$ cat config.mk
export PLATFORM = sky130hd
export DESIGN_NAME = sbox_arbiter
export DESIGN_NICKNAME = d
export VERILOG_FILES = /design/src/rtl/sbox_arbiter.sv
export SDC_FILE = /design/constraint.sdc
export NUM_CORES = 1
export LEC_CHECK = 0
export ABC_CLOCK_PERIOD_IN_PS = 1500
export BUFFER_PORTS_ARGS = -buffer_cell sky130_fd_sc_hd__buf_2
export CORE_MARGIN = 2
export CORE_UTILIZATION = 39
export DETAILED_ROUTE_END_ITERATION = 10
export PLACE_DENSITY = 0.79
export SYNTH_ARGS = -nofsm -noshare
export SYNTH_HDL_FRONTEND = slang
export SYNTH_SLANG_ARGS = --single-unit
$ cat constraint.sdc
create_clock -name clk -period 1.5 [get_ports clk]
set_input_delay 0.15 -clock clk [delete_from_list [all_inputs] [get_ports clk]]
set_output_delay 0.15 -clock clk [all_outputs]
set_load 0.01 [all_outputs]
$ cat src/rtl/sbox_arbiter.sv
`default_nettype none
// =============================================================================
// sbox_arbiter : round-robin sharing of one S-box memory among N_REQ requesters,
// sequencing the memory's address/data flag handshake.
// Optional watchdog abort: define SBOX_TIMEOUT_EN.                  Rev 1.0
// =============================================================================
module sbox_arbiter #(
  parameter int N_REQ          = 2,
  parameter int ADDR_W         = 8,
  parameter int DATA_W         = 8,
  parameter int TIMEOUT_CYCLES = 255
) (
  input  logic                    clk,
  input  logic                    rst,
  input  logic [N_REQ-1:0]        req,
  input  logic [N_REQ*ADDR_W-1:0] req_addr,
  output logic [N_REQ-1:0]        gnt,
  output logic [N_REQ-1:0]        rsp_valid,
  output logic [DATA_W-1:0]       rsp_data,
  output logic                    rsp_err,
  output logic                    busy,
  output logic [ADDR_W-1:0]       mem_addr,
  output logic                    flag_address_sent,
  input  logic                    addr_ack,
  input  logic [DATA_W-1:0]       sbox_read,
  input  logic                    flag_data_sent,
  output logic                    data_ack
);

  localparam int              IDX_W   = (N_REQ > 1) ? $clog2(N_REQ) : 1;
  localparam logic [IDX_W:0]  N_REQ_W = (IDX_W+1)'(N_REQ);

  typedef enum logic [2:0] {
    S_IDLE      = 3'd0,
    S_ADDR      = 3'd1,
    S_WAIT_DATA = 3'd2,
    S_DONE      = 3'd3
`ifdef SBOX_TIMEOUT_EN
    , S_ERR     = 3'd4
`endif
  } state_e;

  state_e            state_q, state_d;
  logic [IDX_W-1:0]  rr_q, rr_d;
  logic [IDX_W-1:0]  idx_q, idx_d;
  logic [ADDR_W-1:0] addr_q, addr_d;
  logic [DATA_W-1:0] data_q, data_d;

  logic [2*N_REQ-1:0] req_rot;
  logic               pick_found;
  logic [IDX_W:0]     pick_sum;
  logic [IDX_W-1:0]   pick_idx;
  logic [ADDR_W-1:0]  pick_addr;
  logic [IDX_W:0]     rr_inc;
  logic [IDX_W-1:0]   rr_next;
  logic               rsp_pulse;
  logic               timeout_hit;

  // Rotating the doubled request vector by rr_q puts the search start at bit 0.
  always_comb begin
    req_rot    = {req, req} >> rr_q;
    pick_found = 1'b0;
    pick_sum   = '0;
    for (int i = 0; i < N_REQ; i++) begin
      if (!pick_found && req_rot[i]) begin
        pick_found = 1'b1;
        pick_sum   = {1'b0, rr_q} + (IDX_W+1)'(i);
      end
    end
    if (pick_sum >= N_REQ_W) pick_sum = pick_sum - N_REQ_W;
    pick_idx  = pick_sum[IDX_W-1:0];
    pick_addr = '0;
    for (int i = 0; i < N_REQ; i++) begin
      if (pick_idx == IDX_W'(i)) pick_addr = req_addr[i*ADDR_W +: ADDR_W];
    end
    rr_inc  = {1'b0, idx_q} + (IDX_W+1)'(1);
    rr_next = (rr_inc >= N_REQ_W) ? '0 : rr_inc[IDX_W-1:0];
  end

`ifdef SBOX_TIMEOUT_EN
  localparam int CNT_W = $clog2(TIMEOUT_CYCLES + 1);
  logic [CNT_W-1:0] cnt_q, cnt_d;

  // Counter is zero in IDLE, so it is already clear on entry to ADDR.
  assign timeout_hit = (cnt_q == CNT_W'(TIMEOUT_CYCLES - 1));

  always_comb begin
    cnt_d = '0;
    if (state_q == S_ADDR || state_q == S_WAIT_DATA) cnt_d = cnt_q + CNT_W'(1);
  end

  always_ff @(posedge clk or posedge rst) begin
    if (rst) cnt_q <= '0;
    else     cnt_q <= cnt_d;
  end
`else
  logic unused_timeout;
  assign unused_timeout = ^TIMEOUT_CYCLES;
  assign timeout_hit    = 1'b0;
`endif

  always_comb begin
    state_d = state_q;
    rr_d    = rr_q;
    idx_d   = idx_q;
    addr_d  = addr_q;
    data_d  = data_q;
    case (state_q)
      S_IDLE: begin
        if (pick_found) begin
          idx_d   = pick_idx;
          addr_d  = pick_addr;
          state_d = S_ADDR;
        end
      end
      S_ADDR: begin
        if (addr_ack) begin
          state_d = S_WAIT_DATA;
        end
`ifdef SBOX_TIMEOUT_EN
        else if (timeout_hit) begin
          data_d  = '0;
          state_d = S_ERR;
        end
`endif
      end
      S_WAIT_DATA: begin
        if (flag_data_sent) begin
          data_d  = sbox_read;
          state_d = S_DONE;
        end
`ifdef SBOX_TIMEOUT_EN
        else if (timeout_hit) begin
          data_d  = '0;
          state_d = S_ERR;
        end
`endif
      end
      S_DONE: begin
        rr_d    = rr_next;
        state_d = S_IDLE;
      end
`ifdef SBOX_TIMEOUT_EN
      S_ERR: begin
        rr_d    = rr_next;
        state_d = S_IDLE;
      end
`endif
      default: state_d = S_IDLE;
    endcase
  end

  always_ff @(posedge clk or posedge rst) begin
    if (rst) begin
      state_q <= S_IDLE;
      rr_q    <= '0;
      idx_q   <= '0;
      addr_q  <= '0;
      data_q  <= '0;
    end else begin
      state_q <= state_d;
      rr_q    <= rr_d;
      idx_q   <= idx_d;
      addr_q  <= addr_d;
      data_q  <= data_d;
    end
  end

  always_comb begin
    busy              = (state_q != S_IDLE);
    flag_address_sent = (state_q == S_ADDR);
    data_ack          = (state_q == S_DONE);
`ifdef SBOX_TIMEOUT_EN
    rsp_err           = (state_q == S_ERR);
`else
    rsp_err           = 1'b0;
`endif
    rsp_pulse         = data_ack | rsp_err;
    gnt               = '0;
    rsp_valid         = '0;
    for (int i = 0; i < N_REQ; i++) begin
      gnt[i]       = busy && (idx_q == IDX_W'(i));
      rsp_valid[i] = rsp_pulse && (idx_q == IDX_W'(i));
    end
    mem_addr = addr_q;
    rsp_data = data_q;
  end

  logic unused_hit;
  assign unused_hit = timeout_hit;

endmodule
`default_nettype wire

==> results.md, run 1 <==
- Initial antenna violation count: 0
- Worst Hold Depth: 2
- CP max-delay cell: dfrtp_1
- Top cells by count, synth: 20 x dfrtp_1, 12 x nor2_1, 9 x mux2_2
- Clk buf depth: 2
- FMAX: 658 MHz
- CP Launch Type: register
- Share of cells above drive strength 1: 0.548
- Area grow syn2layout: 48.2%
- Hold Crit Class: input pin to register
- Syn Std Cell Area: 983 sq um
- Synth area leader: dfrtp_1
- Failing checks: negative setup slack
- Synth cell types: 24
- Final ANT Viol Nets: 0
- Largest net degree at the start of global routing: 17
- Design Area, Final: 1460 sq um
- CP Launch Point: state_q[1]
- CTS tree: yes
- Reg2Reg Depth: 5
- Via Count: 938
- Core Area: 2430 sq um
- Number of flops mapped to enable cells by yosys: 0
- Setup ws final: -20.8 ps
- CP Capture Type: register
- Vias in the first global route: 815
- Critical-path cell list: inv_2 -> ha_4 -> nor2b_4 -> a221o_1 -> a221o_1
- Worst path max stage delay: 430 ps
- DP Worst Slack: -62.8 ps
- Synth top area cells: dfrtp_1 51%, mux2_2 10%, a31oi_1 5.1%, ha_1 5.1%, nor2_1 4.6%
- Hold EP: rsp_data[3]
- Die Span X: 54.2 um
- Drt initial violations: 10
- CP Max Fanout: 4
- Cell Area, Placed: 1330 sq um
- Mapped Cells: 96
- Synth Flop Type: dfrtp_1
- Root Buffer: clkbuf_4
- Worst IR drop on VDD: 1.23 mV
- HPWL Detailed: 1910 um
- ANT cells: 0
- RR Startpoint: state_q[1]
- P per Cell Area: 2010 nW/um^2
- Storage element area: 502 sq um
- # DRC: 0
- Period Utilization, post-route: 1.01
- Fillers: 217
- Mapped Nets: 130
- CP most frequent cell: a221o_1
- RSZ-0062 raised after global routing: yes
- GRT Resource Usage Total: 0.169
- Pleak: 0.714 nW
- Reg2reg end: state_q[0]
- Hold Vio Cnt, Final: 0
- Skew-Pair Late Insertion Delay: 290 ps
- Register area share after synthesis: 0.509
- Synth top area share: 0.509
- Nets: 192
- Internal reg-to-reg setup slack: -20 ps
- Io pins: 54
- Sink Count: 20
- Hold_sp: sbox_read[3]
- Avg Vias per Cell: 5.02
- Cell Rows: 18
- Num CTS Buffers: 3
- Area of the multi-input gates: 467 sq um
- Avg Inst Size Synth: 10.2 sq um
- Die Ht: 54.2 um
- Asr flop ratio synth: 1.00
- Setup CP Type: register to register
- Clock slew at reported path FFs: 110 ps
- Die Area: 2940 sq um
- Initial Util: 0.404
- Yosys warnings: 0
- Final setup viols: 2
- Drt first pass iters: 4
- Max Slew Vio Count: 0
- IO buf count: 52
- Grt ovf: 0
- Status: finished, violations left
- Max cap viols: 0
- Max Clock Skew: 1.04 ps
- Routability cong.: 0.743
- Final Routed Wirelength: 2380 um
- Count leader, synth: dfrtp_1
- Post-layout minimum cycle time: 1520 ps
- CP arrival: 1700 ps
- First-pass GRT wire length: 3590 um
- Yosys reg bits: 20
- H-Tree Depth: 1
- Worst endpoint required time: 1680 ps
- Wirelength per Cell: 12.7 um
## cells by family (layout without fill, tap and decap cells)
| group | after synthesis | after routing | share of synthesized area |
|---|---|---|---|
| AO/OA/AOI/OAI | 21 | 21 | 0.134 |
| adder cells (fa/ha/maj) | 4 | 4 | 0.0509 |
| other | 1 | 1 | 0.00381 |
| multiplexers | 9 | 9 | 0.103 |
| buffers and inverters | 12 | 73 | 0.0598 |
| flip-flops | 20 | 20 | 0.509 |
| AND/OR/NAND/NOR | 29 | 29 | 0.140 |
## power breakdown
group          leakage (nW)  switching [W]  internal, W
Combinational         0.456       0.000733     0.000779
Clock                0.0279       0.000165     0.000270
Sequential            0.230       0.000162     0.000816
## state kept, by name, summed over array words and instances (netlist names)
name,count
rsp_data,8
mem_addr,8
state_q,2
rr_q,1
idx_q,1
## how the worst max path moves through the flow
stage	to	cells past startpoint
5_1_grt	state_q[0]	5
3_5_place_dp	state_q[0]	5
4_1_cts	state_q[0]	5
2_1_floorplan	state_q[0]	5
3_3_place_gp	state_q[0]	5
6_report	state_q[0]	5
## worst max-delay path: cells and delay by family, from the launching register on
family	cells	cell delay (ps)
compound gates	2	620
fa+ha+maj	1	160
buf+inv	1	80
flops	1	430
simple gates	1	120
## placed cells by master, fill, tap and decap left out, types with 2 or more instances in the layout
master	instances
a221o_1	2
a31oi_1	8
buf_12	2
buf_2	51
buf_4	6
buf_6	2
clkbuf_4	3
dfrtp_1	19
ha_2	2
inv_1	4
inv_2	3
mux2_2	9
nand3_1	8
nor2_1	10
nor2_2	2
nor2b_1	2
o21ai_0	8
## per-layer routing
layer	GRT usage	wire length, um	vias up
li1	-	-	459
met1	0.205	993	443
met2	0.295	1200	34
met3	0.0437	176	2
met4	0.0458	10	0
met5	0	0	-
## cell type report
| cell class | count | area share |
|---|---|---|
| sequential | 20 | 0.344 |
| multi-input combinational | 64 | 0.320 |
| clock inverter | 1 | 0.0206 |
| inverter | 7 | 0.0180 |
| tap | 30 | 0.0258 |
| clock buffer | 3 | 0.0155 |
| timing repair buffer | 62 | 0.256 |
## metrics by stage
stage	hold WS, ps	setup TNS, ps	cells	utilization	total power, W
after floorplan	114	0	96	-	0.00178
after global placement	177	0	180	0.546	0.00229
after detailed placement	195	-62.8	180	0.546	0.00237
after CTS	71.0	-40.7	187	0.588	0.00287
after global routing	47.3	-257	187	0.599	0.00316
final	78.7	-23.9	187	0.599	0.00292
## what timing repair did
| item | 4_1_cts | 5_1_grt |
|---|---|---|
| gates resized for setup | 9 | 6 |
| endpoints found under the setup margin | 5 | 13 |
| endpoints found under the hold margin | 11 | 0 |
| hold buffers | 1 | 0 |
| setup buffers | 2 | 0 |
| pin swaps | 3 | 1 |
Note: power is estimated with default switching activity, not from simulation.
==> run 2: changes to the inputs <==
RECOVER_POWER = 25   (was default)
==> run 2 against run 1 <==
Compared with the run above:
- clock power about the same
- hold slack did not move
- sequential share of layout area up 0.089 points
- largest cell class unchanged
- fmax hardly changed
- combinational power about the same
- critical path type unchanged
- non-clock buffer count unchanged
- critical path depth stayed put
- via count rose by 0.11%
- register-to-register slack is essentially flat
- the flow still finishes with violations (negative setup slack)
==> results.md, run 2 (synthesized netlist as in run 1, its figures left out) <==
- Post-layout minimum cycle time: 1520 ps (-0.00440 ps)
- Cell Area, Placed: 1330 sq um (unchanged)
- Die Span X: 54.2 um (unchanged)
- P per Cell Area: 2010 nW/um^2 (+0.21%)
- Final ANT Viol Nets: 0 (unchanged)
- Worst path max stage delay: 430 ps (about the same)
- Skew-Pair Late Insertion Delay: 290 ps (about the same)
- Sink Count: 20 (unchanged)
- Most frequent cells in the layout: 51 x buf_2, 19 x dfrtp_1, 10 x nor2_1
- # DRC: 0 (unchanged)
- HPWL Detailed: 1910 um (unchanged)
- H-Tree Depth: 1 (unchanged)
- Comb power frac: 0.517 (about the same)
- Initial antenna violation count: 0 (unchanged)
- CP Max Fanout: 4 (unchanged)
- Core Area: 2430 sq um (unchanged)
- Nets: 192 (unchanged)
- Switch share: 0.362 (about the same)
- Initial Util: 0.404 (unchanged)
- Internal reg-to-reg setup slack: -20 ps (about the same)
- Pleak: 0.710 nW (-0.51%)
- Reg power frac: 0.335 (about the same)
- Drt initial violations: 10 (unchanged)
- RSZ-0062 raised after global routing: yes
- RR Startpoint: state_q[1]
- Period Utilization, post-route: 1.01 (about the same)
- CP Launch Type: register
- Num CTS Buffers: 3 (unchanged)
- Internal: 0.00186 W (about the same)
- Reg2Reg Depth: 5 (unchanged)
- Final setup viols: 2 (unchanged)
- Clk buf depth: 2 (unchanged)
- CP most frequent cell: a221o_1
- Wirelength per Cell: 12.7 um (about the same)
- Share of cells above drive strength 1: 0.541 (-0.00637)
- Area grow syn2layout: 47.8%
- Via Count: 939 (+0.11%)
- GRT Resource Usage Total: 0.169 (unchanged)
- Critical path's top delay family: compound AO/OA/AOI/OAI gates
- P_sw: 0.00106 W (about the same)
- Drt first pass iters: 4 (unchanged)
- Hold Crit Class: input pin to register
- Clock share of power: 0.149 (about the same)
- Grt ovf: 0 (unchanged)
- Setup CP Type: register to register
- Final Routed Wirelength: 2380 um (about the same)
- Worst IR drop on VDD: 1.23 mV (about the same)
- ANT cells: 0 (unchanged)
- Setup ws final: -20.8 ps (+0.00440 ps)
- Clock slew at reported path FFs: 110 ps (about the same)
- Fillers: 219 (+0.92%)
- CP arrival: 1700 ps (about the same)
- Max cap viols: 0 (unchanged)
- Routability cong.: 0.743 (unchanged)
- CP Capture Type: register
- Max Clock Skew: 1.04 ps (-0.000110 ps)
- CTS tree: yes
- Cell Rows: 18 (unchanged)
- Root Buffer: clkbuf_4
- Die Area: 2940 sq um (unchanged)
- DP Worst Slack: -62.8 ps (unchanged)
- Max Slew Vio Count: 0 (unchanged)
- Design Area, Final: 1450 sq um (-0.26%)
- Final core occ: 0.598 (-0.00154)
- Crit path buf inv count: 1 (unchanged)
- Failing checks: negative setup slack
- Avg Vias per Cell: 5.02 (+0.11%)
- Largest net degree at the start of global routing: 17 (unchanged)
- Hold Slack: 78.7 ps (unchanged)
- Vias in the first global route: 815 (unchanged)
- FMAX: 658 MHz (about the same)
- Io pins: 54 (unchanged)
- Critical-path cell list: inv_2 -> ha_4 -> nor2b_4 -> a221o_1 -> a221o_1
- IO buf count: 52 (unchanged)
- CP Launch Point: state_q[1]
- First-pass GRT wire length: 3590 um (unchanged)
- Most common cell after layout, fill and taps aside: buf_2
- CP max-delay cell: dfrtp_1
- Worst endpoint required time: 1680 ps (about the same)
- Reg2reg end: state_q[0]
- Critical path depth in cells: 5 (unchanged)
- Hold Vio Cnt, Final: 0 (unchanged)
- Status: finished, violations left
- Die Ht: 54.2 um (unchanged)
- Critical Path End: state_q[0]
==> run 2: changes by cell type in the layout (fill, tap and decap cells not counted), sizes merged <==
| cell | before | now |
|---|---|---|
| clkbuf | 3 | 4 |
| buf | 61 | 60 |
==> run 2: worst min-delay path by stage <==
stage,from,to,cells after the start
floorplan,rst,idx_q,1
global placement,rst,mem_addr[4],2
global route,sbox_read[4],rsp_data[4],2
detailed placement,rst,mem_addr[4],2
finish,sbox_read[3],rsp_data[3],2
CTS,sbox_read[4],rsp_data[4],2
==> run 2: area by class of cell <==
class	count	area, sq um	area share
clock buffers	3	22.5	0.0155
clock inverters	1	30.0	0.0207
inverters	7	26.3	0.0181
multi-input cells	64	467	0.321
flip-flops and latches	20	502	0.345
well taps	30	37.5	0.0258
repair buffers	62	369	0.254
==> run 2: power by group through the flow <==
stage / clock network, W / registers (W) / logic (W)
2_1_floorplan: 0 / 0.00107 / 0.000705
3_3_place_gp: 0 / 0.000956 / 0.00134
3_5_place_dp: 0 / 0.000976 / 0.00139
4_1_cts: 0.000445 / 0.000976 / 0.00145
5_1_grt: 0.000475 / 0.00102 / 0.00167
6_report: 0.000434 / 0.000977 / 0.00151
==> run 2: worst register-to-register path, delay by kind of cell (launching register included) <==
kind	cells	cell delay, ps
AO/OA/AOI/OAI	2	620
flip-flops	1	430
adder cells (fa/ha/maj)	1	160
AND/OR/NAND/NOR	1	120
buffers and inverters	1	80
==> run 2: through the flow <==
step	setup TNS, ps	total power [W]	instances
after global routing	-257	0.00316	187
after detailed placement	-62.8	0.00237	180
after floorplan	0	0.00178	96
after CTS	-40.7	0.00287	187
after global placement	0	0.00229	180
final	-23.9	0.00292	187
==> run 2: layer usage <==
metal,GRT usage,vias up,routed length [um]
li1,-,460,-
met1,0.205,443,994
met2,0.295,34,1190
met3,0.0437,2,176
met4,0.0458,0,10
met5,0,-,0
==> run 2: what timing repair did <==
action | in CTS | in global routing
hold buffers | 1 | 0
gates cloned | 0 | 0
pin swaps | 3 | 1
setup endpoints to repair | 5 | 13
resized for setup | 9 | 6
hold endpoints to repair | 11 | 0
buffers inserted | 2 | 0
==> run 3: changes to the inputs <==
--- a/config.mk
+++ b/config.mk
@@ -9,3 +9,4 @@
 export BUFFER_PORTS_ARGS = -buffer_cell sky130_fd_sc_hd__buf_2
-export CORE_MARGIN = 2
+export CAP_MARGIN = 30
+export CORE_MARGIN = 4
 export CORE_UTILIZATION = 39
--- a/constraint.sdc
+++ b/constraint.sdc
@@ -3,2 +3,2 @@
 set_output_delay 0.15 -clock clk [all_outputs]
-set_load 0.01 [all_outputs]
+set_load 0.005 [all_outputs]
==> run 3 against run 2 <==
Compared with the run above:
- the flow now finishes without violations
- critical path type unchanged
- core utilization up 2.0 points
- final cell count down 2.1%
- highest routed layer unchanged
- largest power group unchanged
- wire length up 12%
- flip-flop and latch count unchanged
- setup slack better by 26 ps
- fmax up 1.7%
- final area down 2.3%
- die area up 15%
- non-clock buffer count down 2
==> results.md, run 3 (synthesized netlist as in run 1, its figures left out) <==
- Setup CP Type: register to register
- Slew @ Worst Pin: 721 ps
- Worst IR drop on VDD: 1.11 mV (-9.4%)
- Wirelength per Cell: 14.5 um (+14%)
- Max Clock Skew: 6.48 ps (+5.44 ps)
- Die Area: 3390 sq um (+15%)
- Most common cell after layout, fill and taps aside: buf_2
- Nets: 190 (-1.0%)
- First-pass GRT wire length: 4230 um (+18%)
- Largest net degree at the start of global routing: 21 (+4)
- Area grow syn2layout: 44.4%
- Final Routed Wirelength: 2650 um (+12%)
- Hold Crit Class: input pin to register
- Total power draw: 0.00281 W (-3.9%)
- Die Ht: 58.2 um (+7.4%)
- Share of cells above drive strength 1: 0.497 (-0.0446)
- Dpl cells: 176 (-2.2%)
- Internal reg-to-reg setup slack: 5 ps (+30 ps)
- CTS tree: yes
- Core Area: 2300 sq um (-5.6%)
- Die Span X: 58.2 um (+7.4%)
- RSZ-0062 raised after global routing: yes
- Routability cong.: 0.826 (+11%)
- Grt ovf: 0 (unchanged)
- # DRC: 0 (unchanged)
- FMAX: 669 MHz (+1.7%)
- GRT Resource Usage Total: 0.158 (-0.0105)
- Root Buffer: clkbuf_4
- Avg Vias per Cell: 5.34 (+6.3%)
- Final setup viols: 0 (-2)
- Skew-Pair Late Insertion Delay: 300 ps (about the same)
- Storage element area: 500 sq um (-0.25%)
- Initial Util: 0.428 (+0.0238)
- Num CTS Buffers: 3 (unchanged)
- Drt first pass iters: 4 (unchanged)
- Cell Rows: 17 (-1)
- Fillers: 202 (-7.8%)
- Most frequent cells in the layout: 45 x buf_2, 20 x dfrtp_1, 11 x nor2_1
- Initial antenna violation count: 0 (unchanged)
- Finished Layout Cells: 183 (-2.1%)
- P per Cell Area: 1980 nW/um^2 (-1.6%)
- Period Utilization, post-route: 0.997 (-0.0172)
- Max cap viols: 0 (unchanged)
- ANT cells: 0 (unchanged)
- H-Tree Depth: 1 (unchanged)
- Vias in the first global route: 1,006 (+23%)
- Final ANT Viol Nets: 0 (unchanged)
- Relative slew slack: 0.519
- CP Capture Type: register
- HPWL Detailed: 2000 um (+4.5%)
- Max Slew Vio Count: 0 (unchanged)
- Sink Count: 20 (unchanged)
- Post-layout minimum cycle time: 1500 ps (-25.7 ps)
- Io pins: 54 (unchanged)
- IO buf count: 52 (unchanged)
- Worst endpoint required time: 1700 ps (+20 ps)
- Clock slew at reported path FFs: 120 ps (about the same)
- CP arrival: 1690 ps (about the same)
- Hold Vio Cnt, Final: 0 (unchanged)
- Area of the multi-input gates: 458 sq um (-1.9%)
- Pleak: 0.682 nW (-3.9%)
- Clk buf depth: 2 (unchanged)
- CP Max Fanout: 3 (-1)
- CP Launch Type: register
- Status: finished clean
- Drt initial violations: 41 (+31)
- Via Count: 977 (+4.0%)
-- run 3: final cells by class --
type / count / area share
clock inverter: 1 / 0.0211
inverter: 7 / 0.0185
tap: 28 / 0.0247
clock buffer: 3 / 0.0159
multi-input combinational: 64 / 0.322
timing repair buffer: 60 / 0.245
sequential: 20 / 0.352
-- run 3: path summary, 6_finish.rpt --
path | start | end | cells after the start
worst max-delay path | state_q[0] | state_q[0] | 4
worst min-delay path | sbox_read[6] | rsp_data[6] | 2
min in group asynchronous | rst | rsp_data[2] | 3
max in group asynchronous | rst | rsp_data[4] | 3
worst min register to register | rsp_data[1] | rsp_data[1] | 1
worst max register to register | state_q[0] | state_q[0] | 4
-- run 3: repair_timing --
item,in CTS,in global routing
gates resized for setup,9,5
hold buffers,1,0
gates cloned,0,1
pin swaps,1,0
setup endpoints to repair,7,16
endpoints found under the hold margin,20,0
buffers inserted,0,1
-- run 3: power by group --
group / internal [W] / switching [W]
combinational: 0.000753 / 0.000647
clock: 0.000270 / 0.000172
sequential: 0.000814 / 0.000151
total: 0.00184 / 0.000970
-- run 3: per-layer routing --
layer  global-route usage  vias to the layer above  part of all wire  routed length, um
met5                    0                        -                 0                  0
met4               0.0530                        0             0.022                 59
met3               0.0468                        8             0.081                215
met2                0.281                       44              0.54               1420
met1                0.181                      475              0.36                956
li1                     -                      450                 -                  -
-- run 3: metrics by stage --
stage | hold WS, ps | setup slack (ps) | util | cell area (sq um) | TNS, ps
floorplan | 114 | 13.8 | - | 983 | 0
global placement | 308 | 40.0 | 0.564 | 1300 | 0
detailed placement | 317 | -81.0 | 0.564 | 1300 | -113
CTS | 59.4 | -0.442 | 0.602 | 1380 | -0.442
global route | 58.6 | -58.2 | 0.618 | 1420 | -167
finish | 68.7 | 4.93 | 0.618 | 1420 | 0
-- run 3: critical path, cell delays in order (launching register included) --
cell,delay (ps)
dfrtp_1,430
ha_2,200
nor2b_4,120
a221o_1,300
a221o_1,340
